### config.mk
export PLATFORM = sky130hd
export DESIGN_NAME = y_alu_mc
export DESIGN_NICKNAME = d
export VERILOG_FILES = /design/src/rtl/y_alu_pkg.sv /design/src/rtl/y_adder_w.sv /design/src/rtl/y_alu_mc.sv
export SDC_FILE = /design/constraint.sdc
export NUM_CORES = 1
export LEC_CHECK = 0
export CORE_MARGIN = 3
export CORE_UTILIZATION = 58
export CTS_BUF_LIST = sky130_fd_sc_hd__clkbuf_2
export DETAILED_ROUTE_END_ITERATION = 10
export GPL_TIMING_DRIVEN = 0
export PLACE_DENSITY = 0.82
export SLEW_MARGIN = 20
export SYNTH_ARGS = -nofsm -noshare
export SYNTH_HDL_FRONTEND = slang
export SYNTH_SLANG_ARGS = --single-unit
### constraint.sdc
create_clock -name clk -period 43.6 [get_ports clk]
set_clock_uncertainty 0.05 [all_clocks]
set_input_delay 10.9 -clock clk [delete_from_list [all_inputs] [get_ports clk]]
set_output_delay 10.9 -clock clk [all_outputs]
set_load 0.02 [all_outputs]
### src/rtl/y_alu_pkg.sv
// Shared definitions for the multi-cycle ALU: op codes, FSM states and counter sizing.
package y_alu_pkg;

  localparam logic [2:0] OP_AND = 3'b000;
  localparam logic [2:0] OP_OR  = 3'b001;
  localparam logic [2:0] OP_ADD = 3'b010;
  localparam logic [2:0] OP_MUL = 3'b011;
  localparam logic [2:0] OP_SUB = 3'b110;
  localparam logic [2:0] OP_SLT = 3'b111;

  typedef enum logic [1:0] {
    IDLE,
    MUL,
    DONE
  } state_t;

  // The multiply counter must be able to hold the value WIDTH itself.
  function automatic int cnt_width(input int width);
    return $clog2(width + 1);
  endfunction

endpackage

### src/rtl/y_adder_w.sv
// Plain ripple-carry adder shared by the ALU's add/sub/compare path and the multiplier.
module y_adder_w #(
  parameter int WIDTH = 32
) (
  output logic [WIDTH-1:0] z,
  output logic             cout,
  input  logic [WIDTH-1:0] a,
  input  logic [WIDTH-1:0] b,
  input  logic             cin
);

  logic carry;

  // Ripple the carry from bit 0 upward, producing each sum bit on the way.
  always_comb begin
    carry = cin;
    z     = '0;
    for (int i = 0; i < WIDTH; i++) begin
      z[i]  = a[i] ^ b[i] ^ carry;
      carry = (a[i] & b[i]) | (carry & (a[i] ^ b[i]));
    end
    cout = carry;
  end

endmodule

### src/rtl/y_alu_mc.sv
// Multi-cycle ALU with valid/ready on both sides. Logic ops, add/sub and signed
// set-less-than finish in one cycle; MUL iterates a shift-add loop for WIDTH cycles.
module y_alu_mc
  import y_alu_pkg::*;
#(
  parameter int WIDTH = 32
) (
  input  logic             clk,
  input  logic             reset,
  input  logic             in_valid,
  output logic             in_ready,
  input  logic [WIDTH-1:0] a,
  input  logic [WIDTH-1:0] b,
  input  logic [2:0]       op,
  output logic             out_valid,
  input  logic             out_ready,
  output logic [WIDTH-1:0] z,
  output logic             ex,
  output logic             zero
);

  localparam int CW = cnt_width(WIDTH);

  state_t             state, next_state;
  logic [WIDTH-1:0]   z_q;
  logic               ex_q;
  logic [WIDTH-1:0]   mcand;
  logic [WIDTH-1:0]   mplier;
  logic [2*WIDTH-1:0] acc;
  logic [2*WIDTH-1:0] acc_next;
  logic [WIDTH:0]     acc_upper;
  logic [CW-1:0]      cnt;

  logic [WIDTH-1:0]   add_a, add_b, sum;
  logic               add_cin, cout;
  logic               is_sub, ovf;
  logic [WIDTH-1:0]   alu_z;
  logic               alu_ex;

  y_adder_w #(.WIDTH(WIDTH)) u_adder (
    .z    (sum),
    .cout (cout),
    .a    (add_a),
    .b    (add_b),
    .cin  (add_cin)
  );

  // Share the adder: operands come from the ports while idle, from the multiply datapath while iterating.
  always_comb begin
    is_sub  = (op == OP_SUB) || (op == OP_SLT);
    add_a   = a;
    add_b   = is_sub ? ~b : b;
    add_cin = is_sub;
    if (state == MUL) begin
      add_a   = acc[2*WIDTH-1:WIDTH];
      add_b   = mcand;
      add_cin = 1'b0;
    end
  end

  // Single-cycle results; overflow means equal operand signs but a different sum sign.
  always_comb begin
    ovf    = (add_a[WIDTH-1] == add_b[WIDTH-1]) && (sum[WIDTH-1] != add_a[WIDTH-1]);
    alu_z  = '0;
    alu_ex = 1'b0;
    case (op)
      OP_AND: alu_z = a & b;
      OP_OR:  alu_z = a | b;
      OP_ADD: begin
        alu_z  = sum;
        alu_ex = ovf;
      end
      OP_SUB: begin
        alu_z  = sum;
        alu_ex = ovf;
      end
      OP_SLT: alu_z = {{(WIDTH-1){1'b0}}, sum[WIDTH-1] ^ ovf};
      OP_MUL: alu_z = '0;
      default: begin
        alu_z  = '0;
        alu_ex = 1'b1;
      end
    endcase
  end

  // One shift-add step: optionally add the multiplicand into the upper half, then shift right.
  always_comb begin
    acc_upper = mplier[0] ? {cout, sum} : {1'b0, acc[2*WIDTH-1:WIDTH]};
    acc_next  = (2*WIDTH)'({acc_upper, acc[WIDTH-1:0]} >> 1);
  end

  // State register.
  always_ff @(posedge clk) begin
    if (reset) state <= IDLE;
    else       state <= next_state;
  end

  // Next-state and handshake outputs.
  always_comb begin
    next_state = state;
    in_ready   = 1'b0;
    out_valid  = 1'b0;
    case (state)
      IDLE: begin
        in_ready = 1'b1;
        if (in_valid) next_state = (op == OP_MUL) ? MUL : DONE;
      end
      MUL: begin
        if (cnt == CW'(1)) next_state = DONE;
      end
      DONE: begin
        out_valid = 1'b1;
        if (out_ready) next_state = IDLE;
      end
      default: next_state = IDLE;
    endcase
  end

  // Datapath registers: capture on accept, iterate the multiply, hold the result while waiting.
  always_ff @(posedge clk) begin
    if (reset) begin
      z_q    <= '0;
      ex_q   <= 1'b0;
      mcand  <= '0;
      mplier <= '0;
      acc    <= '0;
      cnt    <= '0;
    end else begin
      case (state)
        IDLE: begin
          if (in_valid) begin
            if (op == OP_MUL) begin
              mcand  <= a;
              mplier <= b;
              acc    <= '0;
              cnt    <= CW'(WIDTH);
            end else begin
              z_q  <= alu_z;
              ex_q <= alu_ex;
            end
          end
        end
        MUL: begin
          acc    <= acc_next;
          mplier <= mplier >> 1;
          cnt    <= cnt - CW'(1);
          if (cnt == CW'(1)) begin
            z_q  <= acc_next[WIDTH-1:0];
            ex_q <= |acc_next[2*WIDTH-1:WIDTH];
          end
        end
        default: ;
      endcase
    end
  end

  assign z    = z_q;
  assign ex   = ex_q;
  assign zero = (z_q == '0);

endmodule

==> impl_metrics.yaml <==
synth:
  synth_area_per_cell_um2: 7.52
  synth_nets: 1332
  syn-instance-count: 1226
  ys_ff_latch: 168
  ys_warn_count: 0
  ys_seq_area_share_pct: 36.5
  netlist_area_mm2: 0.00922
  synth.distinct_cells: 41
placed_design:
  finalWeightedCongestion: 1.01
  placed_cells: 1541
  port_buffers: 103
  place_ws_ns: 15.37
  place_area_mm2: 0.0105
  dp_hpwl_um: 22700
drt:
  finalWirelength_um: 29900
  ant_nets: 0
  drt_iter0_drc: 1146
  num_vias: 9380
  wl_per_cell_um: 19.0
  drc: 0
  firstDrtPassIters: 6
  routed_via_density: 5.96
timing:
  min_period_ns: 27.44
  max_clock_freq_ghz: 0.0364
  tns_ns: 0
  slew_headroom_pct: 33.2
  hold_viol_final: 0
  fin_ws_ns: 16.16
  rsz0062_at_grt: "no"
  finalSetupViolCount: 0
  fin_crit_sh_pct: 62.9
  tightest_slew_ns: 1.00
  slew_viol_final: 0
die:
  pin_count: 107
  initial_core_util_pct: 60.0
  fp.coreArea_mm2: 0.0154
  rows: 45
  die_w_um: 132
  die-area_mm2: 0.0174
  fp.dieH_um: 132
finish:
  antennaDiodeCount: 0
  drive_gt1_share_pct: 3.67
  final_area_mm2: 0.0108
  layout_commonest_cell: "nand2_1"
  stdcell_count: 1573
  final_core_util_pct: 70.3
  final_cell_mix: "nand2_1, nor2_1, dfxtp_1"
  fin_nets: 1455
  synthToLayoutAreaGrowth_pct: 17.1
power_and_ir_drop:
  vdd_drop_max_uv: 18.2
  power_switching_share_pct: 33.3
  cellPowerDensity_mw_per_mm2: 32.7
  seqPwrFrac_pct: 46.2
  p_leak_uw: 0.00380
  pwr-share-clk_pct: 27.0
  switchingPower_uw: 118
  intPower_uw: 236
  combPwrFrac_pct: 26.7
setup_path:
  end_kind: "register"
  required_ns: 44.22
  path_common_cell: "fa_1"
  cp.arrival_ns: 28.07
  critPathLaunchType: "input port"
  max_stage_delay_ns: 0.70
  worstSetupPathType: "input port to register"
  cp_slowest_cell: "buf_1"
  crit_fanout: 10
worst_hold_path:
  hp-class: "register to register"
grt:
  grt_pass1_vias: 8521
  grt_max_degree: 17
  grt_pass1_wl_um: 45800
  grt-ovfl-total: 0
  grt.total_usage_pct: 33.1
  grt_antenna_before_repair: 0
clocking:
  clockBufferDepth: 2
  cts_setup_buffers: 0
  ctsHoldBuffers: 0
  cts_resized: 0
  clock_latency_ns: 0.79
  clk_root_buffer_cell: "clkbuf_2"
  clock-sinks: 168
  cts_max_level: 4
  path_clk_slew_ns: 0.23
  cts_made_buffers: 17
  cts_tree: "yes"
status:
  status: "finished, final reports clean"
job:
  cap_violations: 0
state kept, by name (all words and copies together) (netlist names):
signal,flops
acc,63
cnt,6
ex,1
mcand,32
mplier,32
state,2
z,32
logic make-up after synthesis:
logic type / after synthesis / synth area share, %
AND/OR/NAND/NOR: 572 / 25.3
AO/OA/AOI/OAI: 244 / 15.9
flip-flops: 168 / 36.5
buffers and inverters: 107 / 4.60
adder cells (fa/ha/maj): 67 / 10.8
XOR/XNOR: 36 / 3.42
multiplexers: 32 / 3.47
per-layer routing:
layer,GRT usage (%),up-vias,part of all wire [%]
met1,45.2,4374,42
met2,52.1,533,45
met5,0,-,0
met4,12.8,0,3.2
met3,6.41,83,10
li1,-,4390,-
worst max-delay path, delay by kind of cell:
kind            cells  cell delay [ns]
fa+ha+maj          32            14.33
buf+inv             3             1.28
xor+xnor            1             0.18
compound gates      4             0.54
simple gates        3             0.82
layout make-up:
| cell class | instances | area (um2) |
|---|---|---|
| Timing Repair Buffer | 104 | 1040 |
| Inverter | 7 | 26.3 |
| Clock inverter | 13 | 178 |
| Clock buffer | 19 | 95.1 |
| Fill cell | 1351 | 4570 |
| Multi-Input combinational cell | 951 | 5440 |
| Tap cell | 211 | 264 |
| Sequential cell | 168 | 3360 |
| Buffer | 100 | 398 |
stage by stage:
step                power, uW  hold slack, ns
floorplan                 223           0.382
global placement          257           0.393
detailed placement        259           0.397
CTS                       350           0.423
global route              366           0.438
finish                    353           0.420
worst paths after layout:
check,startpoint,to,slack (ns),depth (start not counted)
hold / removal,mplier[31]$_SDFFE_PP0P_,mplier[31]$_SDFFE_PP0P_,0.42,2
hold reg to reg,mplier[31]$_SDFFE_PP0P_,mplier[31]$_SDFFE_PP0P_,0.42,2
setup reg to reg,state[0]$_SDFFE_PP0P_,ex$_SDFFE_PP0P_,25.86,44
setup / recovery,op[2],ex$_SDFFE_PP0P_,16.16,43
synth_stat cells:
master | instances | share of area [%]
mux2i_1 | 32 | 3.5
nor2_1 | 177 | 7.2
o41ai_1 | 2 | 0.19
a2bb2oi_1 | 3 | 0.28
nor4_1 | 14 | 0.95
clkbuf_1 | 74 | 3.0
fa_1 | 32 | 6.9
buf_1 | 10 | 0.41
buf_4 | 1 | 0.081
a221o_1 | 1 | 0.11
nor2b_1 | 3 | 0.20
nand3b_1 | 3 | 0.24
o31ai_1 | 1 | 0.081
ha_1 | 3 | 0.41
a21o_1 | 2 | 0.16
a32oi_1 | 1 | 0.095
dfxtp_1 | 168 | 36
o21ai_0 | 63 | 3.4
a31oi_1 | 1 | 0.068
inv_1 | 7 | 0.28
maj3_1 | 32 | 3.5
nand3_1 | 6 | 0.33
or4_1 | 4 | 0.33
nor3b_1 | 1 | 0.081
nand2b_1 | 4 | 0.27
a21oi_1 | 103 | 5.6
a211oi_1 | 5 | 0.41
a41oi_1 | 1 | 0.095
nand2_1 | 309 | 13
nand4b_2 | 1 | 0.16
a22oi_1 | 29 | 2.4
and4_1 | 1 | 0.095
nor4b_1 | 1 | 0.095
or3_1 | 2 | 0.14
a311oi_1 | 31 | 2.9
nor3_1 | 40 | 2.2
xor2_1 | 36 | 3.4
or4_4 | 1 | 0.12
nand4_1 | 5 | 0.34
buf_2 | 15 | 0.81
o2bb2ai_1 | 1 | 0.095
power by group through the flow:
stage	logic (uW)	clock network, uW	registers (uW)
global placement	90.7	0	166
CTS	92.5	94.3	163
global route	102	101	164
floorplan	53.7	0	169
finish	94.5	95.5	163
detailed placement	92.2	0	166
Note: power is estimated with default switching activity, not from simulation.
